$ cat config.mk
export PLATFORM = sky130hd
export DESIGN_NAME = block_slider
export DESIGN_NICKNAME = d
export VERILOG_FILES = /design/src/rtl/stacker_pkg.sv /design/src/rtl/block_slider_move_tick.sv /design/src/rtl/block_slider.sv
export SDC_FILE = /design/constraint.sdc
export NUM_CORES = 1
export LEC_CHECK = 0
export ABC_AREA = 1
export ABC_CLOCK_PERIOD_IN_PS = 5800
export CAP_MARGIN = 30
export CORE_MARGIN = 4
export CORE_UTILIZATION = 60
export DETAILED_ROUTE_END_ITERATION = 6
export PLACE_DENSITY = 0.81
export SYNTH_ARGS = -nofsm -noshare
export SYNTH_HDL_FRONTEND = slang
export SYNTH_HIERARCHICAL = 1
export SYNTH_SLANG_ARGS = --single-unit
$ cat constraint.sdc
create_clock -name clk -period 5.8 [get_ports clk]
set_input_delay 1.16 -clock clk [delete_from_list [all_inputs] [get_ports clk]]
set_output_delay 1.16 -clock clk [all_outputs]
set_load 0.03 [all_outputs]
$ cat src/rtl/stacker_pkg.sv
// Shared types and geometry defaults for the stacker game blocks.
package stacker_pkg;

  typedef enum logic [2:0] {
    ST_IDLE,
    ST_MOVE,
    ST_RESOLVE,
    ST_PLACE,
    ST_OVER
  } state_e;

  typedef enum logic {
    DIR_LEFT  = 1'b0,
    DIR_RIGHT = 1'b1
  } dir_e;

  localparam int COORD_W = 9;
  localparam int SIZE_W  = 4;
  // One bit wider than a coordinate so edge + step never wraps.
  localparam int CALC_W  = COORD_W + 1;

  localparam int X_MAX_DEF = 320;
  localparam int UNIT_DEF  = 8;
  localparam int ROWS_DEF  = 15;

endpackage

$ cat src/rtl/block_slider_move_tick.sv
// move_tick: enabled divider emitting a one-cycle tick every `period` cycles.
module move_tick #(
  parameter int CNT_W = 32
) (
  input  logic             clk,
  input  logic             resetn,
  input  logic             en,
  input  logic             clr,
  input  logic [CNT_W-1:0] period,
  output logic             tick
);

  localparam logic [CNT_W-1:0] ONE = CNT_W'(1);

  logic [CNT_W-1:0] cnt_q;
  logic             tick_q;

  // NOTE: resetn is synchronous, so it only appears inside the clocked branch,
  // never in the sensitivity list.
  always_ff @(posedge clk) begin
    if (!resetn || clr) begin
      cnt_q  <= '0;
      tick_q <= 1'b0;
    end else if (en) begin
      // NOTE: non-blocking updates let every register see pre-edge values.
      if (cnt_q >= period - ONE) begin
        cnt_q  <= '0;
        tick_q <= 1'b1;
      end else begin
        cnt_q  <= cnt_q + ONE;
        tick_q <= 1'b0;
      end
    end else begin
      tick_q <= 1'b0;
    end
  end

  assign tick = tick_q;

endmodule

$ cat src/rtl/block_slider.sv
// block_slider: sweeps the moving block, resolves a drop against the previous
// block and advances rows. BLOCK_SLIDER_SPEEDUP_EN shortens the tick every 4 rows.
module block_slider
  import stacker_pkg::*;
#(
  parameter int X_MAX     = X_MAX_DEF,
  parameter int UNIT      = UNIT_DEF,
  parameter int INIT_SIZE = 4,
  parameter int ROWS      = ROWS_DEF,
  parameter int SPEED_DIV = 2500000
) (
  input  logic               clk,
  input  logic               resetn,
  input  logic               start,
  input  logic               stop_req,
  output logic [COORD_W-1:0] curr_start,
  output logic [COORD_W-1:0] curr_end,
  output logic [SIZE_W-1:0]  curr_size,
  output logic [COORD_W-1:0] prev_start,
  output logic [COORD_W-1:0] prev_end,
  output logic [SIZE_W-1:0]  prev_size,
  output logic [SIZE_W-1:0]  row,
  output logic               place_valid,
  output logic               game_over,
  output logic               win
);

  localparam logic [COORD_W-1:0] UNIT_C   = COORD_W'(UNIT);
  localparam logic [CALC_W-1:0]  UNIT_X   = CALC_W'(UNIT);
  localparam logic [CALC_W-1:0]  X_LAST   = CALC_W'(X_MAX - 1);
  localparam logic [COORD_W-1:0] INIT_END = COORD_W'(INIT_SIZE * UNIT - 1);
  localparam logic [SIZE_W-1:0]  INIT_SZ  = SIZE_W'(INIT_SIZE);
  localparam logic [SIZE_W-1:0]  LAST_ROW = SIZE_W'(ROWS - 1);
  localparam logic [31:0]        DIV_C    = 32'(SPEED_DIV);

  state_e             state_q, state_d;
  dir_e               dir_q, dir_d;
  logic [COORD_W-1:0] curr_start_q, curr_start_d, curr_end_q, curr_end_d;
  logic [COORD_W-1:0] prev_start_q, prev_start_d, prev_end_q, prev_end_d;
  logic [SIZE_W-1:0]  curr_size_q, curr_size_d, prev_size_q, prev_size_d;
  logic [SIZE_W-1:0]  row_q, row_d;
  logic               place_valid_q, place_valid_d;
  logic               game_over_q, game_over_d, win_q, win_d;
  logic               stop_q;

  logic               stop_edge, tick, tick_clr;
  logic [31:0]        period_raw, period;
  logic [COORD_W-1:0] ov_start, ov_end;
  logic [CALC_W-1:0]  ov_len;
  logic               miss;

  assign stop_edge = stop_req & ~stop_q;

`ifdef BLOCK_SLIDER_SPEEDUP_EN
  // row is 4 bits wide, so row/4 tops out at 3 without an explicit clamp.
  assign period_raw = DIV_C >> row_q[3:2];
`else
  assign period_raw = DIV_C;
`endif
  assign period = (period_raw == '0) ? 32'd1 : period_raw;

  move_tick #(.CNT_W(32)) u_move_tick (
    .clk    (clk),
    .resetn (resetn),
    .en     (state_q == ST_MOVE),
    .clr    (tick_clr),
    .period (period),
    .tick   (tick)
  );

  // Overlap of the frozen block with the last placed one; row 0 stands alone.
  always_comb begin
    if (row_q == '0) begin
      ov_start = curr_start_q;
      ov_end   = curr_end_q;
      miss     = 1'b0;
    end else begin
      ov_start = (curr_start_q > prev_start_q) ? curr_start_q : prev_start_q;
      ov_end   = (curr_end_q < prev_end_q) ? curr_end_q : prev_end_q;
      miss     = (curr_start_q > prev_end_q) || (curr_end_q < prev_start_q);
    end
    ov_len = {1'b0, ov_end} - {1'b0, ov_start} + CALC_W'(1);
  end

  always_comb begin
    // NOTE: every output of this block gets a default first; a path that left
    // one unassigned would infer a latch.
    state_d       = state_q;
    dir_d         = dir_q;
    curr_start_d  = curr_start_q;
    curr_end_d    = curr_end_q;
    curr_size_d   = curr_size_q;
    prev_start_d  = prev_start_q;
    prev_end_d    = prev_end_q;
    prev_size_d   = prev_size_q;
    row_d         = row_q;
    place_valid_d = 1'b0;
    game_over_d   = game_over_q;
    win_d         = win_q;
    tick_clr      = 1'b0;

    unique case (state_q)
      ST_IDLE, ST_OVER: begin
        if (start) begin
          state_d      = ST_MOVE;
          dir_d        = DIR_RIGHT;
          row_d        = '0;
          curr_start_d = '0;
          curr_end_d   = INIT_END;
          curr_size_d  = INIT_SZ;
          prev_start_d = '0;
          prev_end_d   = '0;
          prev_size_d  = '0;
          game_over_d  = 1'b0;
          win_d        = 1'b0;
          tick_clr     = 1'b1;
        end
      end

      ST_MOVE: begin
        if (stop_edge) begin
          state_d = ST_RESOLVE;
        end else if (tick) begin
          // Bounce: a blocked step reverses and moves the other way at once.
          if ((dir_q == DIR_RIGHT) ? (({1'b0, curr_end_q} + UNIT_X) <= X_LAST)
                                   : (curr_start_q < UNIT_C)) begin
            curr_start_d = curr_start_q + UNIT_C;
            curr_end_d   = curr_end_q + UNIT_C;
            dir_d        = DIR_RIGHT;
          end else begin
            curr_start_d = curr_start_q - UNIT_C;
            curr_end_d   = curr_end_q - UNIT_C;
            dir_d        = DIR_LEFT;
          end
        end
      end

      ST_RESOLVE: begin
        if (miss) begin
          state_d     = ST_OVER;
          game_over_d = 1'b1;
          win_d       = 1'b0;
        end else begin
          state_d = ST_PLACE;
        end
      end

      ST_PLACE: begin
        prev_start_d  = ov_start;
        prev_end_d    = ov_end;
        prev_size_d   = SIZE_W'(ov_len / UNIT_X);
        curr_size_d   = SIZE_W'(ov_len / UNIT_X);
        place_valid_d = 1'b1;
        if (row_q == LAST_ROW) begin
          state_d     = ST_OVER;
          game_over_d = 1'b1;
          win_d       = 1'b1;
          curr_end_d  = curr_start_q + COORD_W'(ov_len - CALC_W'(1));
        end else begin
          state_d      = ST_MOVE;
          row_d        = row_q + SIZE_W'(1);
          dir_d        = DIR_RIGHT;
          curr_start_d = '0;
          curr_end_d   = COORD_W'(ov_len - CALC_W'(1));
          tick_clr     = 1'b1;
        end
      end

      default: state_d = ST_IDLE;
    endcase
  end

  always_ff @(posedge clk) begin
    if (!resetn) begin
      state_q       <= ST_IDLE;
      dir_q         <= DIR_RIGHT;
      curr_start_q  <= '0;
      curr_end_q    <= '0;
      curr_size_q   <= '0;
      prev_start_q  <= '0;
      prev_end_q    <= '0;
      prev_size_q   <= '0;
      row_q         <= '0;
      place_valid_q <= 1'b0;
      game_over_q   <= 1'b0;
      win_q         <= 1'b0;
      stop_q        <= 1'b0;
    end else begin
      state_q       <= state_d;
      dir_q         <= dir_d;
      curr_start_q  <= curr_start_d;
      curr_end_q    <= curr_end_d;
      curr_size_q   <= curr_size_d;
      prev_start_q  <= prev_start_d;
      prev_end_q    <= prev_end_d;
      prev_size_q   <= prev_size_d;
      row_q         <= row_d;
      place_valid_q <= place_valid_d;
      game_over_q   <= game_over_d;
      win_q         <= win_d;
      stop_q        <= stop_req;
    end
  end

  assign curr_start  = curr_start_q;
  assign curr_end    = curr_end_q;
  assign curr_size   = curr_size_q;
  assign prev_start  = prev_start_q;
  assign prev_end    = prev_end_q;
  assign prev_size   = prev_size_q;
  assign row         = row_q;
  assign place_valid = place_valid_q;
  assign game_over   = game_over_q;
  assign win         = win_q;

endmodule

Word-level counts from Yosys, hierarchy flattened
Cells that the tools add are included.
{"block": "op_classes", "n_addsub": 11, "multipliers": 0, "div_mod_pow": 0, "magnitude_cmp": 7, "eq_ne": 12, "shift": 0, "n_mux": 49, "n_bitwise": 3, "reduce_logical": 16}
{"operator": "9-bit two-way mux", "n": 14}
{"operator": "9-bit case mux with 3 select lines", "n": 2}
{"operator": "9-bit case mux with 2 select lines", "n": 2}
{"operator": "32-bit by 1-bit adder with 32-bit output, second input constant", "n": 1}
{"operator": "32-bit by 22-bit greater-or-equal comparator with 1-bit output, second input constant", "n": 1}
{"operator": "32-bit two-way mux", "n": 1}
{"operator": "4-bit case mux with 2 select lines", "n": 3}
{"operator": "9-bit by 4-bit adder with 9-bit output, second input constant", "n": 2}
{"operator": "9-bit greater-than comparator", "n": 2}
{"operator": "9-bit less-than comparator", "n": 2}
{"operator": "9-bit by 4-bit subtractor with 9-bit output, second input constant", "n": 2}
{"operator": "1-bit two-way mux", "n": 15}
{"operator": "2-bit != test, second input constant", "n": 7}
{"operator": "3-bit two-way mux", "n": 4}
{"operator": "4-bit two-way mux", "n": 3}
{"operator": "3-bit case mux with 4 select lines", "n": 1}
{"operator": "9-bit by 4-bit adder with 10-bit output, second input constant", "n": 1}
{"operator": "10-bit by 9-bit less-or-equal comparator with 1-bit output, second input constant", "n": 1}
{"operator": "9-bit by 1-bit adder with 9-bit output, second input constant", "n": 1}
{"operator": "9-bit adder", "n": 1}
{"operator": "9-bit by 4-bit less-than comparator with 1-bit output, second input constant", "n": 1}
{"operator": "1-bit case mux with 3 select lines", "n": 3}
{"operator": "9-bit by 1-bit subtractor with 9-bit output, second input constant", "n": 1}
{"operator": "9-bit subtractor", "n": 1}
{"operator": "19 further kinds", "n": 26}
{"block": "totals", "regBits": 89, "latchBits": 0, "ramBits": 0, "rom_bits": 0, "in_bits": 4, "output_inout_bits": 51, "wordCells": 113, "n_memories": 0}

Longest topological paths before layout
{"block": "logic_depth", "depth_word": 9, "ltp_mapped": 37, "ltp_nobuf": 37}

By module
The synthesis kept the hierarchy.
{"module": "block_slider", "n_inst": 1, "cells_each": 621, "area_each_um2": 4329.2}
{"module": "move_tick", "n_inst": 1, "cells_each": 444, "area_each_um2": 3052.9}

Least setup slack after synthesis
Ideal clock, no wire load.
{"block": "synth_timing", "path_kind": "reg2reg", "startpoint": "register prev_start_q[8] (netlist: prev_start[8])", "endpoint": "register curr_end_q[8] (netlist: curr_end[8])", "t_arrival_ns": 4.620, "required_ns": 5.678, "path_slack_ns": 1.058, "stages_incl_launch_ff": 31, "path_buffers": 1, "synth_period_minus_slack_ns": 4.742, "cell_sequence": "dfxtp_1 > inv_1 > ha_1 > nand2_1 > inv_1 > a21oi_1 > nand3_2 > o21ai_2 > buf_2 > inv_1 > nor2_1 > ha_1 > inv_1 > ha_1 > inv_1 > fa_1 > nand3_1 > nand3b_4 > nor2_2 > nand3b_1 > and2_1 > ha_1 > a21o_1 > nor2_1 > nand2_1 > nand2_1 > nand3_1 > xnor2_2 > nand3_1 > nand3_1 > a21oi_2"}
{"block": "synth_between", "elab_chain_cells": 9}
{"item": "from (decl)", "line": "block_slider.sv:39", "source": "logic [COORD_W-1:0] prev_start_q, prev_start_d, prev_end_q, prev_end_d;"}
{"item": "from (signal assigned)", "line": "block_slider.sv:194", "source": "prev_start_q <= prev_start_d;"}
{"item": "9-bit greater-than comparator", "line": "block_slider.sv:78", "source": "ov_start = (curr_start_q > prev_start_q) ? curr_start_q : prev_start_q;"}
{"item": "9-bit two-way mux *", "line": "block_slider.sv:78"}
{"item": "9-bit two-way mux *", "line": "block_slider.sv:73", "source": "if (row_q == '0) begin"}
{"item": "9-bit subtractor *", "line": "block_slider.sv:82", "source": "ov_len = {1'b0, ov_end} - {1'b0, ov_start} + CALC_W'(1);"}
{"item": "9-bit by 1-bit adder with 9-bit output *", "line": "block_slider.sv:82"}
{"item": "9-bit by 1-bit subtractor with 9-bit output *", "line": "block_slider.sv:158, block_slider.sv:164"}
{"item": "9-bit adder", "line": "block_slider.sv:158", "source": "curr_end_d = curr_start_q + COORD_W'(ov_len - CALC_W'(1));"}
{"item": "9-bit two-way mux *", "line": "block_slider.sv:154", "source": "if (row_q == LAST_ROW) begin"}
{"item": "9-bit case mux with 3 select lines *", "line": "block_slider.sv:102", "source": "unique case (state_q)"}
{"item": "to (signal assigned)", "line": "block_slider.sv:192", "source": "curr_end_q <= curr_end_d;"}
{"item": "to (decl)", "line": "block_slider.sv:38", "source": "logic [COORD_W-1:0] curr_start_q, curr_start_d, curr_end_q, curr_end_d;"}
Mark *: on every way between the ends. The rest lies on a longest branch, timed or not.
A chain may end at the register's enable or synchronous reset.

Worst setup path in the final report
{"block": "layout_timing", "startpoint": "register curr_start_q[6] (netlist: curr_start[6])", "endpoint": "register curr_end_q[8] (netlist: curr_end[8])"}
{"block": "layout_between", "elab_chain_cells": 9, "word_cells_on_any_way": 14, "cone_classes": "4 x add/sub; 2 x order compare; 8 x mux"}
{"item": "from (decl)", "line": "block_slider.sv:38"}
{"item": "from (signal assigned)", "line": "block_slider.sv:191", "source": "curr_start_q <= curr_start_d;"}
{"item": "9-bit greater-than comparator", "line": "block_slider.sv:78"}
{"item": "9-bit two-way mux", "line": "block_slider.sv:78"}
{"item": "9-bit two-way mux", "line": "block_slider.sv:73"}
{"item": "9-bit subtractor", "line": "block_slider.sv:82"}
{"item": "9-bit by 1-bit adder with 9-bit output", "line": "block_slider.sv:82"}
{"item": "9-bit by 1-bit subtractor with 9-bit output", "line": "block_slider.sv:158, block_slider.sv:164"}
{"item": "9-bit adder", "line": "block_slider.sv:158"}
{"item": "9-bit two-way mux", "line": "block_slider.sv:154"}
{"item": "9-bit case mux with 3 select lines *", "line": "block_slider.sv:102"}
Mark *: on every way between the ends. The rest lies on a longest branch, timed or not. The select of a mux whose other input is x is not followed.

==> results.rst <==
.. list-table::
   :header-rows: 1

   * - Metric
     - Value
   * - Root buffer cell
     - clkbuf_16
   * - Wire length after detailed routing
     - 17800 um
   * - Dominant cells by area after synthesis
     - dfxtp_1 23%, ha_1 16%, nand2_1 11%, inv_1 8.1%, nor2_1 6.2%
   * - Number of max-slew violations in the final report
     - 0
   * - Worst min path class
     - reg2reg
   * - Proportion of layout cells with a drive suffix above 1
     - 0.0823
   * - Worst Tran Pin Value
     - 0.932 ns
   * - Total grt overflow
     - 0
   * - Switching Fraction
     - 0.438
   * - Clock Power Share
     - 0.244
   * - Layout net count
     - 1310
   * - P_leak
     - 4.38 nW
   * - Yosys top cell area share
     - 0.225
   * - Setup TNS
     - 0 ns
   * - Maximum fanout along the worst path
     - 14
   * - Pin count of the biggest net entering global routing
     - 26
   * - Area grow syn2layout
     - 17.7%
   * - Share of flip-flops with an asynchronous set or reset after synthesis
     - 0
   * - RSZ-0062 raised after global routing
     - no
   * - Total of endpoints with negative setup slack in the final report
     - 0
   * - Fmax
     - 195 MHz
   * - DRC errors left
     - 0
   * - Sequential group share of total power
     - 0.257
   * - Number of warnings printed during yosys synthesis
     - 6
   * - Main synth FF type
     - dfxtp_1
   * - Internal
     - 1.35 mW
   * - Floorplan die height
     - 119 um
   * - Post-layout total power
     - 2.41 mW
   * - Worst IR drop on VDD
     - 0.348 mV
   * - Peak per-stage delay on the critical path
     - 0.59 ns
   * - Commonest cells in the synthesized netlist
     - 216 x nand2_1, 159 x inv_1, 122 x nor2_1, 94 x ha_1, 83 x dfxtp_1
   * - Std cell rows
     - 40
   * - Post-DR wirelength/cell
     - 13.1 um
   * - Remaining max-slew budget at the tightest pin
     - 0.377
   * - Fin Clk Skew
     - 0.00602 ns
   * - Wire length of the first global-routing pass
     - 30700 um
   * - Share of the clock period used by the worst path
     - 0.886
   * - ANT cells
     - 0
   * - Sinks on the clock net
     - 83
   * - Detailed-router iteration count before antenna repair
     - 6
   * - Setup Crit Path Kind
     - reg2reg
   * - Effective utilization at floorplan
     - 0.615
   * - Number of hold violations in the final report
     - 0
   * - Worst-path clk slew
     - 0.06 ns
   * - Synthesized instance count
     - 1065
   * - Reg2reg path depth
     - 28
   * - Number of setup buffers added after CTS
     - 0
   * - Most instantiated library cell after synthesis
     - nand2_1
   * - Routability congestion estimate
     - 0.928
   * - Critical Path End Type
     - register
   * - CTS HTree Levels
     - 3
   * - Count of pins on the block boundary
     - 55
   * - Clock period minus final worst setup slack
     - 5.14 ns
   * - Gate family responsible for the most delay along the worst path
     - simple AND/OR/NAND/NOR gates
   * - Combined global-route utilization of all metal layers
     - 0.263
   * - Post-route ant nets
     - 0
   * - Run status
     - completed
   * - Post-cts hold buffer count
     - 0
   * - Switching power
     - 1.05 mW
   * - Sequential area share after synthesis
     - 0.225
   * - Total die area
     - 0.0141 mm^2
   * - Post-DP HPWL
     - 14200 um
   * - Vias post-DR
     - 7032
   * - Power density over the cells
     - 277 mW/mm^2
   * - Insertion delay of the later-clocked pin in the worst-skew pair
     - 0.35 ns
   * - Initial antenna violation count
     - 0
   * - Horizontal die dimension
     - 119 um
   * - Number of flops mapped to enable cells by yosys
     - 0
   * - Number of cells traversed by the worst hold path
     - 2
   * - TritonCTS clock tree
     - yes
   * - Average vias per placed instance
     - 5.16
   * - Startpoint Class
     - register
   * - Worst EP required
     - 6.09 ns
   * - Buffers plus inverters on the worst setup path
     - 4
   * - Path length in cells of the critical path
     - 28
   * - Netlist Area Pre-Place
     - 0.00738 mm^2
   * - Avg Synthesized Cell Area
     - 6.93 um^2
   * - Gate power share
     - 0.498
   * - Number of gates resized after cts
     - 0
   * - Area of the placeable core
     - 0.0120 mm^2
   * - Reported max-cap violation count
     - 0
   * - Number of library cell types mapped by synthesis
     - 56
   * - Endpoint arrival time on the critical path
     - 5.43 ns
   * - Number of buffer cells added on primary ports
     - 51
   * - Number of DRC markers in iteration 0
     - 523
   * - Largest buffer count on any clock path
     - 2
   * - Number of buffers added by the clock tree synthesis step
     - 9
   * - Via count of the first global-routing pass
     - 6554
   * - Post-synthesis register bit count
     - 83
   * - Crit-path slowest cell
     - dfxtp_1
   * - Cell taking the most area after synthesis
     - dfxtp_1
==> layout by cell type, fill, tap and decap left out, types with 5 or more instances in the layout <==
cell type / n
nand2_2: 12
nand2_1: 216
nand3_1: 51
xnor2_1: 20
inv_1: 159
nand2_4: 6
nand4_1: 21
conb_1: 97
clkdlybuf4s50_1: 51
a21oi_2: 5
nor2_1: 122
nor3_1: 16
clkbuf_16: 9
ha_1: 94
o21ai_0: 38
nor2_2: 8
xor2_1: 39
a21oi_1: 52
o22ai_1: 15
nor2_4: 7
nand3_2: 9
inv_2: 12
dfxtp_1: 83
==> worst register-to-register path: cells and delay by family (launching register included) <==
| kind | cells | cell delay [ns] |
|---|---|---|
| compound gates | 3 | 0.77 |
| buf+inv | 4 | 0.28 |
| simple gates | 15 | 1.70 |
| fa+ha+maj | 5 | 1.55 |
| xor+xnor | 1 | 0.19 |
| flops | 1 | 0.59 |
==> final timing paths <==
path / endpoint / slack, ns / from
max: curr_end[8]$_SDFFE_PN0P_ / 0.66 / curr_start[6]$_SDFFE_PN0P_
min: curr_size[2]$_SDFFE_PN0P_ / 0.49 / curr_size[2]$_SDFFE_PN0P_
max reg2reg: curr_end[8]$_SDFFE_PN0P_ / 0.66 / curr_start[6]$_SDFFE_PN0P_
min reg2reg: curr_size[2]$_SDFFE_PN0P_ / 0.49 / curr_size[2]$_SDFFE_PN0P_
==> layer usage <==
layer | share of wire | GRT usage | vias to the layer above | wire length [um]
met5 | 0 | 0 | - | 0
met4 | 0.013 | 0.0630 | 0 | 231
met3 | 0.063 | 0.0541 | 19 | 1120
met2 | 0.44 | 0.419 | 204 | 7900
met1 | 0.48 | 0.365 | 3160 | 8580
li1 | - | - | 3649 | -
==> power groups by stage <==
| stage | sequential [mW] | clock (mW) | combinational (mW) |
|---|---|---|---|
| 6_report | 0.619 | 0.588 | 1.20 |
| 5_1_grt | 0.622 | 0.620 | 1.34 |
| 4_1_cts | 0.619 | 0.593 | 1.17 |
| 3_5_place_dp | 0.631 | 0 | 1.16 |
| 3_3_place_gp | 0.631 | 0 | 1.13 |
| 2_1_floorplan | 0.658 | 0 | 0.888 |
==> metrics by stage <==
stage          hold WS, ns  utilization  cells  cell area (um^2)  setup WS [ns]
6_report             0.491        0.723   1362              8690          0.662
3_3_place_gp         0.471        0.696   1345              8360          0.951
2_1_floorplan        0.471            -   1160              7740           1.06
3_5_place_dp         0.480        0.699   1346              8390          0.766
5_1_grt              0.525        0.723   1362              8690          0.252
4_1_cts              0.498        0.723   1362              8690          0.715
==> sequential cells by signal, summed over array words and instances (netlist names), 3 cells and up <==
register	cells
prev_end	9
curr_size	4
row	4
state_q	3
curr_start	6
u_move_tick/cnt_q	32
curr_end	9
prev_start	9
==> kinds of logic after synthesis <==
| logic type | after synthesis | share of synthesized area |
|---|---|---|
| DFF | 83 | 0.225 |
| other | 2 | 0.00102 |
| AOI/OAI and AO/OA | 147 | 0.119 |
| muxes | 1 | 0.00136 |
| buffers and inverters | 190 | 0.102 |
| and+or+nand+nor | 486 | 0.314 |
| adders and majority gates | 96 | 0.165 |
| xor gates and xnor gates | 60 | 0.0722 |
==> area by class of cell <==
class                      instances  area, um^2
sequential                        83        1660
fill                            1005        3330
tap                              147         184
clock buffer                      11         243
timing repair buffer              56         568
clock inverter                     5        52.6
inverter                         173         654
multi-input combinational        887        5320
Power figures use the tool's default switching activity.
